### src/rtl/mem_port_arbiter_if.sv
// mem_port_arbiter_if
//   Bundles the fetch requester, the load/store requester and the shared
//   memory port of mem_port_arbiter.
//   Handshake: a requester raises *_req with its address and controls and
//   holds them stable until the arbiter answers with *_gnt in the same cycle
//   (combinational). Every grant produces exactly one *_rvalid pulse in the
//   following cycle; no pulse occurs without a grant.
//   Modports:
//     slave  - the arbiter: takes requests and mem_rdata, drives grants,
//              responses and memory strobes.
//     master - the surrounding system (core requesters plus memory).
interface mem_port_arbiter_if;
  // instruction fetch requester
  logic        if_req;
  logic [31:0] if_addr;
  logic        if_gnt;
  logic        if_rvalid;
  logic [31:0] if_rdata;
  // load/store requester
  logic        d_req;
  logic        d_we;
  logic [31:0] d_addr;
  logic [2:0]  d_func3;
  logic [31:0] d_wdata;
  logic        d_gnt;
  logic        d_rvalid;
  logic [31:0] d_rdata;
  logic        d_err;
  // shared memory port
  logic        mem_read;
  logic        mem_write;
  logic [31:0] mem_addr;
  logic [2:0]  mem_func3;
  logic [31:0] mem_wdata;
  logic [31:0] mem_rdata;

  modport slave (
    input  if_req, if_addr,
    input  d_req, d_we, d_addr, d_func3, d_wdata,
    input  mem_rdata,
    output if_gnt, if_rvalid, if_rdata,
    output d_gnt, d_rvalid, d_rdata, d_err,
    output mem_read, mem_write, mem_addr, mem_func3, mem_wdata
  );

  modport master (
    output if_req, if_addr,
    output d_req, d_we, d_addr, d_func3, d_wdata,
    output mem_rdata,
    input  if_gnt, if_rvalid, if_rdata,
    input  d_gnt, d_rvalid, d_rdata, d_err,
    input  mem_read, mem_write, mem_addr, mem_func3, mem_wdata
  );
endinterface

### src/rtl/mem_port_arbiter.sv
// mem_port_arbiter
//   Shares one single-port byte-addressable memory between instruction fetch
//   and load/store. At most one grant per cycle; grants and strobes are
//   combinational, responses are registered (one-cycle latency). Illegal data
//   accesses (bad func3, misaligned, out of range) are granted but never
//   reach memory; they answer with d_err=1 and d_rdata=0.
//   A starvation counter lets fetch win one contended cycle after STARVE_MAX
//   consecutive denied fetch cycles.
//   Ports:
//     clk, rst      - clock, synchronous active-high reset
//     bus           - mem_port_arbiter_if.slave (requests, responses, memory)
//     o_state       - debug: current priority state (0 = DATA_PRI, 1 = IF_PRI)
//     o_starve_cnt  - debug: starvation counter
module mem_port_arbiter #(
  parameter int MEM_BYTES  = 4096,
  parameter int STARVE_MAX = 4
) (
  input  logic                     clk,
  input  logic                     rst,
  mem_port_arbiter_if.slave        bus,
  output logic                     o_state,
  output logic [3:0]               o_starve_cnt
);

  typedef enum logic {DATA_PRI = 1'b0, IF_PRI = 1'b1} state_t;

  localparam logic [32:0] MEM_LIMIT  = 33'(MEM_BYTES);
  localparam logic [31:0] ADDR_MASK  = 32'(MEM_BYTES - 1);
  localparam logic [3:0]  STARVE_LIM = 4'(STARVE_MAX);

  state_t      r_state, w_state_next;
  logic [3:0]  r_starve_cnt, w_starve_next;
  logic        w_if_gnt, w_d_gnt;
  logic        w_func3_ok, w_align_ok, w_range_ok, w_d_legal;
  logic [1:0]  w_size_m1;
  logic [32:0] w_last;

  logic        r_if_rvalid, r_d_rvalid, r_d_err;
  logic [31:0] r_if_rdata, r_d_rdata;

  // Data legality. w_size_m1 is access size minus one (0, 1 or 3), which
  // doubles as the mask of address bits that must be zero for alignment.
  always_comb begin
    w_size_m1  = 2'd0;
    w_func3_ok = 1'b0;
    case (bus.d_func3)
      3'b000: begin w_size_m1 = 2'd0; w_func3_ok = 1'b1;      end
      3'b001: begin w_size_m1 = 2'd1; w_func3_ok = 1'b1;      end
      3'b010: begin w_size_m1 = 2'd3; w_func3_ok = 1'b1;      end
      3'b100: begin w_size_m1 = 2'd0; w_func3_ok = !bus.d_we; end
      3'b101: begin w_size_m1 = 2'd1; w_func3_ok = !bus.d_we; end
      default: ;
    endcase
    w_align_ok = (bus.d_addr[1:0] & w_size_m1) == 2'b00;
    // 33-bit sum so an address near 2^32 cannot wrap into range
    w_last     = {1'b0, bus.d_addr} + {31'b0, w_size_m1};
    w_range_ok = w_last < MEM_LIMIT;
    w_d_legal  = w_func3_ok && w_align_ok && w_range_ok;
  end

  // Grants, memory drive, starvation counter and priority FSM
  always_comb begin
    w_if_gnt      = 1'b0;
    w_d_gnt       = 1'b0;
    bus.mem_read  = 1'b0;
    bus.mem_write = 1'b0;
    bus.mem_addr  = '0;
    bus.mem_func3 = '0;
    bus.mem_wdata = '0;
    w_state_next  = r_state;
    w_starve_next = r_starve_cnt;

    if (!rst) begin
      if (bus.if_req && (!bus.d_req || r_state == IF_PRI)) w_if_gnt = 1'b1;
      else if (bus.d_req)                                    w_d_gnt  = 1'b1;
    end

    if (w_if_gnt) begin
      bus.mem_read  = 1'b1;
      bus.mem_func3 = 3'b010;
      bus.mem_addr  = bus.if_addr & ~32'd3 & ADDR_MASK;
    end else if (w_d_gnt && w_d_legal) begin
      bus.mem_read  = !bus.d_we;
      bus.mem_write = bus.d_we;
      bus.mem_addr  = bus.d_addr;
      bus.mem_func3 = bus.d_func3;
      bus.mem_wdata = bus.d_wdata;
    end

    if (!bus.if_req || w_if_gnt)        w_starve_next = '0;
    else if (r_starve_cnt != STARVE_LIM) w_starve_next = r_starve_cnt + 4'd1;

    // Switch on the count being registered this cycle, so the first cycle
    // that sees STARVE_MAX denials is already a fetch-priority cycle.
    case (r_state)
      DATA_PRI: if (w_starve_next == STARVE_LIM) w_state_next = IF_PRI;
      IF_PRI:   if (w_if_gnt)                    w_state_next = DATA_PRI;
      default:                                   w_state_next = DATA_PRI;
    endcase
  end

  always_ff @(posedge clk) begin
    if (rst) begin
      r_state      <= DATA_PRI;
      r_starve_cnt <= '0;
      r_if_rvalid  <= 1'b0;
      r_if_rdata   <= '0;
      r_d_rvalid   <= 1'b0;
      r_d_err      <= 1'b0;
      r_d_rdata    <= '0;
    end else begin
      r_state      <= w_state_next;
      r_starve_cnt <= w_starve_next;
      r_if_rvalid  <= w_if_gnt;
      r_if_rdata   <= w_if_gnt ? bus.mem_rdata : '0;
      r_d_rvalid   <= w_d_gnt;
      r_d_err      <= w_d_gnt && !w_d_legal;
      r_d_rdata    <= (w_d_gnt && w_d_legal && !bus.d_we) ? bus.mem_rdata : '0;
    end
  end

  assign bus.if_gnt    = w_if_gnt;
  assign bus.d_gnt     = w_d_gnt;
  assign bus.if_rvalid = r_if_rvalid;
  assign bus.if_rdata  = r_if_rdata;
  assign bus.d_rvalid  = r_d_rvalid;
  assign bus.d_rdata   = r_d_rdata;
  assign bus.d_err     = r_d_err;
  assign o_state       = r_state;
  assign o_starve_cnt  = r_starve_cnt;

endmodule

### src/flat_wrapper.sv
// flat-port wrapper written by rule: the top's interface ports become plain ports
module mem_port_arbiter_flat 
#(
  parameter int MEM_BYTES  = 4096,
  parameter int STARVE_MAX = 4
)
  (clk, rst, o_state, o_starve_cnt, bus_if_req, bus_if_addr, bus_d_req, bus_d_we, bus_d_addr, bus_d_func3, bus_d_wdata, bus_mem_rdata, bus_if_gnt, bus_if_rvalid, bus_if_rdata, bus_d_gnt, bus_d_rvalid, bus_d_rdata, bus_d_err, bus_mem_read, bus_mem_write, bus_mem_addr, bus_mem_func3, bus_mem_wdata);
  mem_port_arbiter_if bus_i ();
  input  logic clk;
  input  logic rst;
  output logic o_state;
  output logic [3:0] o_starve_cnt;
  input wire logic [$bits(bus_i.if_req)-1:0] bus_if_req;
  input wire logic [$bits(bus_i.if_addr)-1:0] bus_if_addr;
  input wire logic [$bits(bus_i.d_req)-1:0] bus_d_req;
  input wire logic [$bits(bus_i.d_we)-1:0] bus_d_we;
  input wire logic [$bits(bus_i.d_addr)-1:0] bus_d_addr;
  input wire logic [$bits(bus_i.d_func3)-1:0] bus_d_func3;
  input wire logic [$bits(bus_i.d_wdata)-1:0] bus_d_wdata;
  input wire logic [$bits(bus_i.mem_rdata)-1:0] bus_mem_rdata;
  output wire logic [$bits(bus_i.if_gnt)-1:0] bus_if_gnt;
  output wire logic [$bits(bus_i.if_rvalid)-1:0] bus_if_rvalid;
  output wire logic [$bits(bus_i.if_rdata)-1:0] bus_if_rdata;
  output wire logic [$bits(bus_i.d_gnt)-1:0] bus_d_gnt;
  output wire logic [$bits(bus_i.d_rvalid)-1:0] bus_d_rvalid;
  output wire logic [$bits(bus_i.d_rdata)-1:0] bus_d_rdata;
  output wire logic [$bits(bus_i.d_err)-1:0] bus_d_err;
  output wire logic [$bits(bus_i.mem_read)-1:0] bus_mem_read;
  output wire logic [$bits(bus_i.mem_write)-1:0] bus_mem_write;
  output wire logic [$bits(bus_i.mem_addr)-1:0] bus_mem_addr;
  output wire logic [$bits(bus_i.mem_func3)-1:0] bus_mem_func3;
  output wire logic [$bits(bus_i.mem_wdata)-1:0] bus_mem_wdata;
  assign bus_i.if_req = bus_if_req;
  assign bus_i.if_addr = bus_if_addr;
  assign bus_i.d_req = bus_d_req;
  assign bus_i.d_we = bus_d_we;
  assign bus_i.d_addr = bus_d_addr;
  assign bus_i.d_func3 = bus_d_func3;
  assign bus_i.d_wdata = bus_d_wdata;
  assign bus_i.mem_rdata = bus_mem_rdata;
  assign bus_if_gnt = bus_i.if_gnt;
  assign bus_if_rvalid = bus_i.if_rvalid;
  assign bus_if_rdata = bus_i.if_rdata;
  assign bus_d_gnt = bus_i.d_gnt;
  assign bus_d_rvalid = bus_i.d_rvalid;
  assign bus_d_rdata = bus_i.d_rdata;
  assign bus_d_err = bus_i.d_err;
  assign bus_mem_read = bus_i.mem_read;
  assign bus_mem_write = bus_i.mem_write;
  assign bus_mem_addr = bus_i.mem_addr;
  assign bus_mem_func3 = bus_i.mem_func3;
  assign bus_mem_wdata = bus_i.mem_wdata;
  mem_port_arbiter #(.MEM_BYTES(MEM_BYTES), .STARVE_MAX(STARVE_MAX)) u_core (.clk(clk), .rst(rst), .bus(bus_i), .o_state(o_state), .o_starve_cnt(o_starve_cnt));
endmodule
### config.mk
export PLATFORM = sky130hd
export DESIGN_NAME = mem_port_arbiter_flat
export DESIGN_NICKNAME = d
export VERILOG_FILES = /design/src/rtl/mem_port_arbiter_if.sv /design/src/rtl/mem_port_arbiter.sv /design/src/flat_wrapper.sv
export SDC_FILE = /design/constraint.sdc
export NUM_CORES = 1
export LEC_CHECK = 0
export BUFFER_PORTS_ARGS = -buffer_cell sky130_fd_sc_hd__buf_4
export CAP_MARGIN = 25
export CELL_PAD_IN_SITES_DETAIL_PLACEMENT = 0
export CELL_PAD_IN_SITES_GLOBAL_PLACEMENT = 1
export CORE_MARGIN = 2
export CORE_UTILIZATION = 25
export DETAILED_ROUTE_END_ITERATION = 16
export GPL_ROUTABILITY_DRIVEN = 0
export MAX_ROUTING_LAYER = met4
export PLACE_DENSITY_LB_ADDON = 0.12
export SYNTH_ARGS = -nofsm -noshare
export SYNTH_HDL_FRONTEND = slang
export SYNTH_SLANG_ARGS = --single-unit
### constraint.sdc
create_clock -name clk -period 3.5 [get_ports clk]
set_input_delay 0.175 -clock clk [delete_from_list [all_inputs] [get_ports clk]]
set_output_delay 0.175 -clock clk [all_outputs]
set_load 0.005 [all_outputs]
==> run summary <==
==================================================================================
Status                                                                   completed
Dominant combinational cell family by area after synthesis            simple AND/OR/NAND/NOR gates
Final setup viols                                                                0
Floorplan die width                                                         117 um
TritonRoute pass-1 iters                                                         4
First-pass GRT wire length                                                14900 um
Switching power of the nets                                               0.419 mW
Most frequent cell after synthesis                                          and2_1
Global route total overflow                                                      0
Switch share                                                                 20.9%
DP HPWL                                                                    8530 um
RSZ-0062 raised after global routing                                            no
Num CTS Buffers                                                                  9
Proportion of power drawn by flip-flops and latches                          41.8%
Max cap viols                                                                    0
Aggregate routed wire length                                              10500 um
Clock latency on the worst-skew pair                                        330 ps
Fraction of synthesized area in multiplexers                                0.352%
Final hold slack                                                           42.5 ps
Layout cells sized above 1                                                   47.3%
Cell depth of the worst hold path                                                2
Synth top cells by count                                              and2_1, dfxtp_1, buf_4
TritonCTS clock tree                                                         built
Vertical die dimension                                                      117 um
Slack of the worst reg-to-reg path                                         1440 ps
Distinct cell type count after synthesis                                        51
Net total in the final layout                                                  724
Combined global-route utilization of all metal layers                        14.8%
Placement row count                                                             41
Number of port buffers                                                         236
Worst IR Drop VDD                                                       0.000181 V
Compound-gate portion of the synthesized area                                10.9%
Setup slack after layout                                                    172 ps
Adder and majority cell fraction of the synthesized area                     1.17%
Worst slew margin relative to its limit                                      66.8%
Max-slew violation count                                                         0
EDFF count, synth                                                                0
Number of cells on the worst reg-to-reg path                                     5
Hold violation total from the final report                                       0
Static leakage                                                             2.67 nW
Initial antenna violation count                                                  1
Routed vias                                                                   3267
Post-placement worst setup slack                                            105 ps
Dominant cell type by area after synthesis                                 dfxtp_1
Worst setup path class                                                      in2out
Number of global-route vias before repair                                     2986
Clock skew                                                                 3.99 ps
Simple-gate portion of the synthesized area                                  34.1%
H-tree depth                                                                     3
Number of buffers inserted by post-CTS setup repair                              0
Tcrit/Tclk final                                                             95.1%
Count of inserted antenna diode cells                                            0
Area of the core                                                       0.0126 mm^2
Flip-flop and latch count after synthesis                                       72
Synth async-reset ratio                                                         0%
CTS sink cnt                                                                    72
Pin slew with the least headroom to its limit                               485 ps
Hold crit path type                                                         in2reg
Largest cells by area after synthesis                                 dfxtp_1, and2_1, buf_4
Gate power share                                                             10.4%
I/O pin cnt                                                                    279
Number of buffers between clock root and the deepest sink                        2
Worst endpoint required time                                               3320 ps
Clock power frac                                                             47.7%
Number of vias per cell after detailed routing                                4.29
Filler cell count                                                             1262
Maximum achievable frequency                                               301 MHz
Initial standard-cell utilization of the core                                25.5%
Ys flop type                                                               dfxtp_1
Data arrival time of the critical path                                     3150 ps
Die area                                                               0.0137 mm^2
CP endpoint kind                                                      primary output
1st-iter DRT viols                                                             140
Clock slew at reported path FFs                                              50 ps
XOR/XNOR share of the synthesized area                                      0.274%
CTS Root Buffer Type                                                     clkbuf_16
Final non-filler cell area                                            0.00547 mm^2
Standard cell area after detailed placement                           0.00514 mm^2
Type of origin of the critical path                                   primary input
Area of the mapped netlist                                            0.00320 mm^2
Seq/Total Area, Yosys                                                        45.1%
Final worst path period need                                               3330 ps
Mean cell area of the mapped netlist                                     9.38 um^2
Design internal power                                                      1.58 mW
Growth of design area from synthesis to finish                               71.1%
Number of warnings printed during yosys synthesis                                0
Total DRC errors in the routed layout                                            0
Average wire per standard cell                                             13.8 um
Remaining number of nets flagged by the antenna check after routing              0
Peak fanout along the critical path                                             37
Areal power density over the cells                                     365 mW/mm^2
Synthesized instance count                                                     341
Share of the synthesized area in the top cell type                           45.1%
Maximum number of pins on one net before global-route repair                    46
Final TNS setup                                                               0 ps
==================================================================================
cells in the final DEF, fill, tap and decap left out, types with 4 or more instances in the layout:
cell type	Yosys	routed
and2_1	103	103
nor2_1	10	10
or3_1	6	5
a22o_1	10	10
conb_1	1	20
nand3_1	6	6
clkbuf_16	0	9
dfxtp_1	72	72
nand4_1	8	8
a21oi_1	4	4
or2_2	4	4
nand2_1	14	14
inv_1	9	9
nor4_1	7	6
o21ai_0	8	8
buf_4	20	245
per-stage QoR:
stage	power (mW)	cells	util (%)
final	2.00	762	43.6
after global routing	2.08	762	43.6
after CTS	2.03	762	43.4
after detailed placement	1.06	746	40.9
after global placement	1.06	746	40.9
after floorplan	0.925	360	-
critical path: stages:
cell      delay (ps)
buf_4            120
or3b_4           420
inv_1             70
ha_1             180
a21oi_1           90
or3_4            390
or3_1            400
a221oi_2         260
nand3_2          200
nor4_4           370
buf_12           210
and2_1           150
buf_4            110
cell type report:
| cell class | instances | area [um^2] | share of cell area (%) |
|---|---|---|---|
| multi-input cells | 247 | 1610 | 29.4 |
| clock inverters | 5 | 81.3 | 1.49 |
| well taps | 172 | 215 | 3.93 |
| inverters | 9 | 33.8 | 0.617 |
| flip-flops and latches | 72 | 1440 | 26.3 |
| repair buffers | 246 | 1860 | 34.0 |
| clock buffers | 11 | 233 | 4.25 |
kinds of logic (layout without fill, tap and decap cells):
group                      after synthesis  in the layout
and+or+nand+nor                        179            179
DFF                                     72             72
AOI/OAI and AO/OA                       43             43
buffers and inverters                   41            271
adders and majority gates                3              3
other                                    1             20
xor gates and xnor gates                 1              1
muxes                                    1              1
what timing repair did:
item	in CTS	in global routing
endpoints found under the setup margin	0	49
resized for setup	0	3
hold buffers	0	0
per-layer routing:
| layer | up-vias | wire length, um | GRT usage (%) |
|---|---|---|---|
| met3 | 5 | 807 | 3.40 |
| met2 | 167 | 5360 | 26.4 |
| met5 | - | 0 | - |
| met1 | 1484 | 4260 | 16.2 |
| li1 | 1611 | - | - |
| met4 | 0 | 103 | 5.18 |
power groups by stage:
stage	Combinational (mW)	Sequential (mW)	Clock (mW)
CTS	0.210	0.836	0.980
global placement	0.207	0.854	0
finish	0.209	0.836	0.955
floorplan	0.0692	0.855	0
global route	0.229	0.837	1.01
detailed placement	0.210	0.854	0
sequential cells by signal, summed over array words and instances, names as in the netlist:
| signal | count |
|---|---|
| u_core.bus.d_rdata | 32 |
| u_core.bus.if_rdata | 32 |
| u_core.o_starve_cnt | 4 |
| u_core.bus.d_err | 1 |
| u_core.bus.d_rvalid | 1 |
| u_core.bus.if_rvalid | 1 |
| u_core.o_state | 1 |
worst paths after layout:
check | startpoint | endpoint
setup / recovery | bus_d_func3[2] | bus_mem_wdata[31]
hold / removal | rst | u_core.o_state$_SDFF_PP0_
setup reg to reg | u_core.o_starve_cnt[0]$_SDFF_PP0_ | u_core.o_state$_SDFF_PP0_
hold reg to reg | u_core.o_state$_SDFF_PP0_ | u_core.o_state$_SDFF_PP0_
Note: power is estimated with default switching activity, not from simulation.
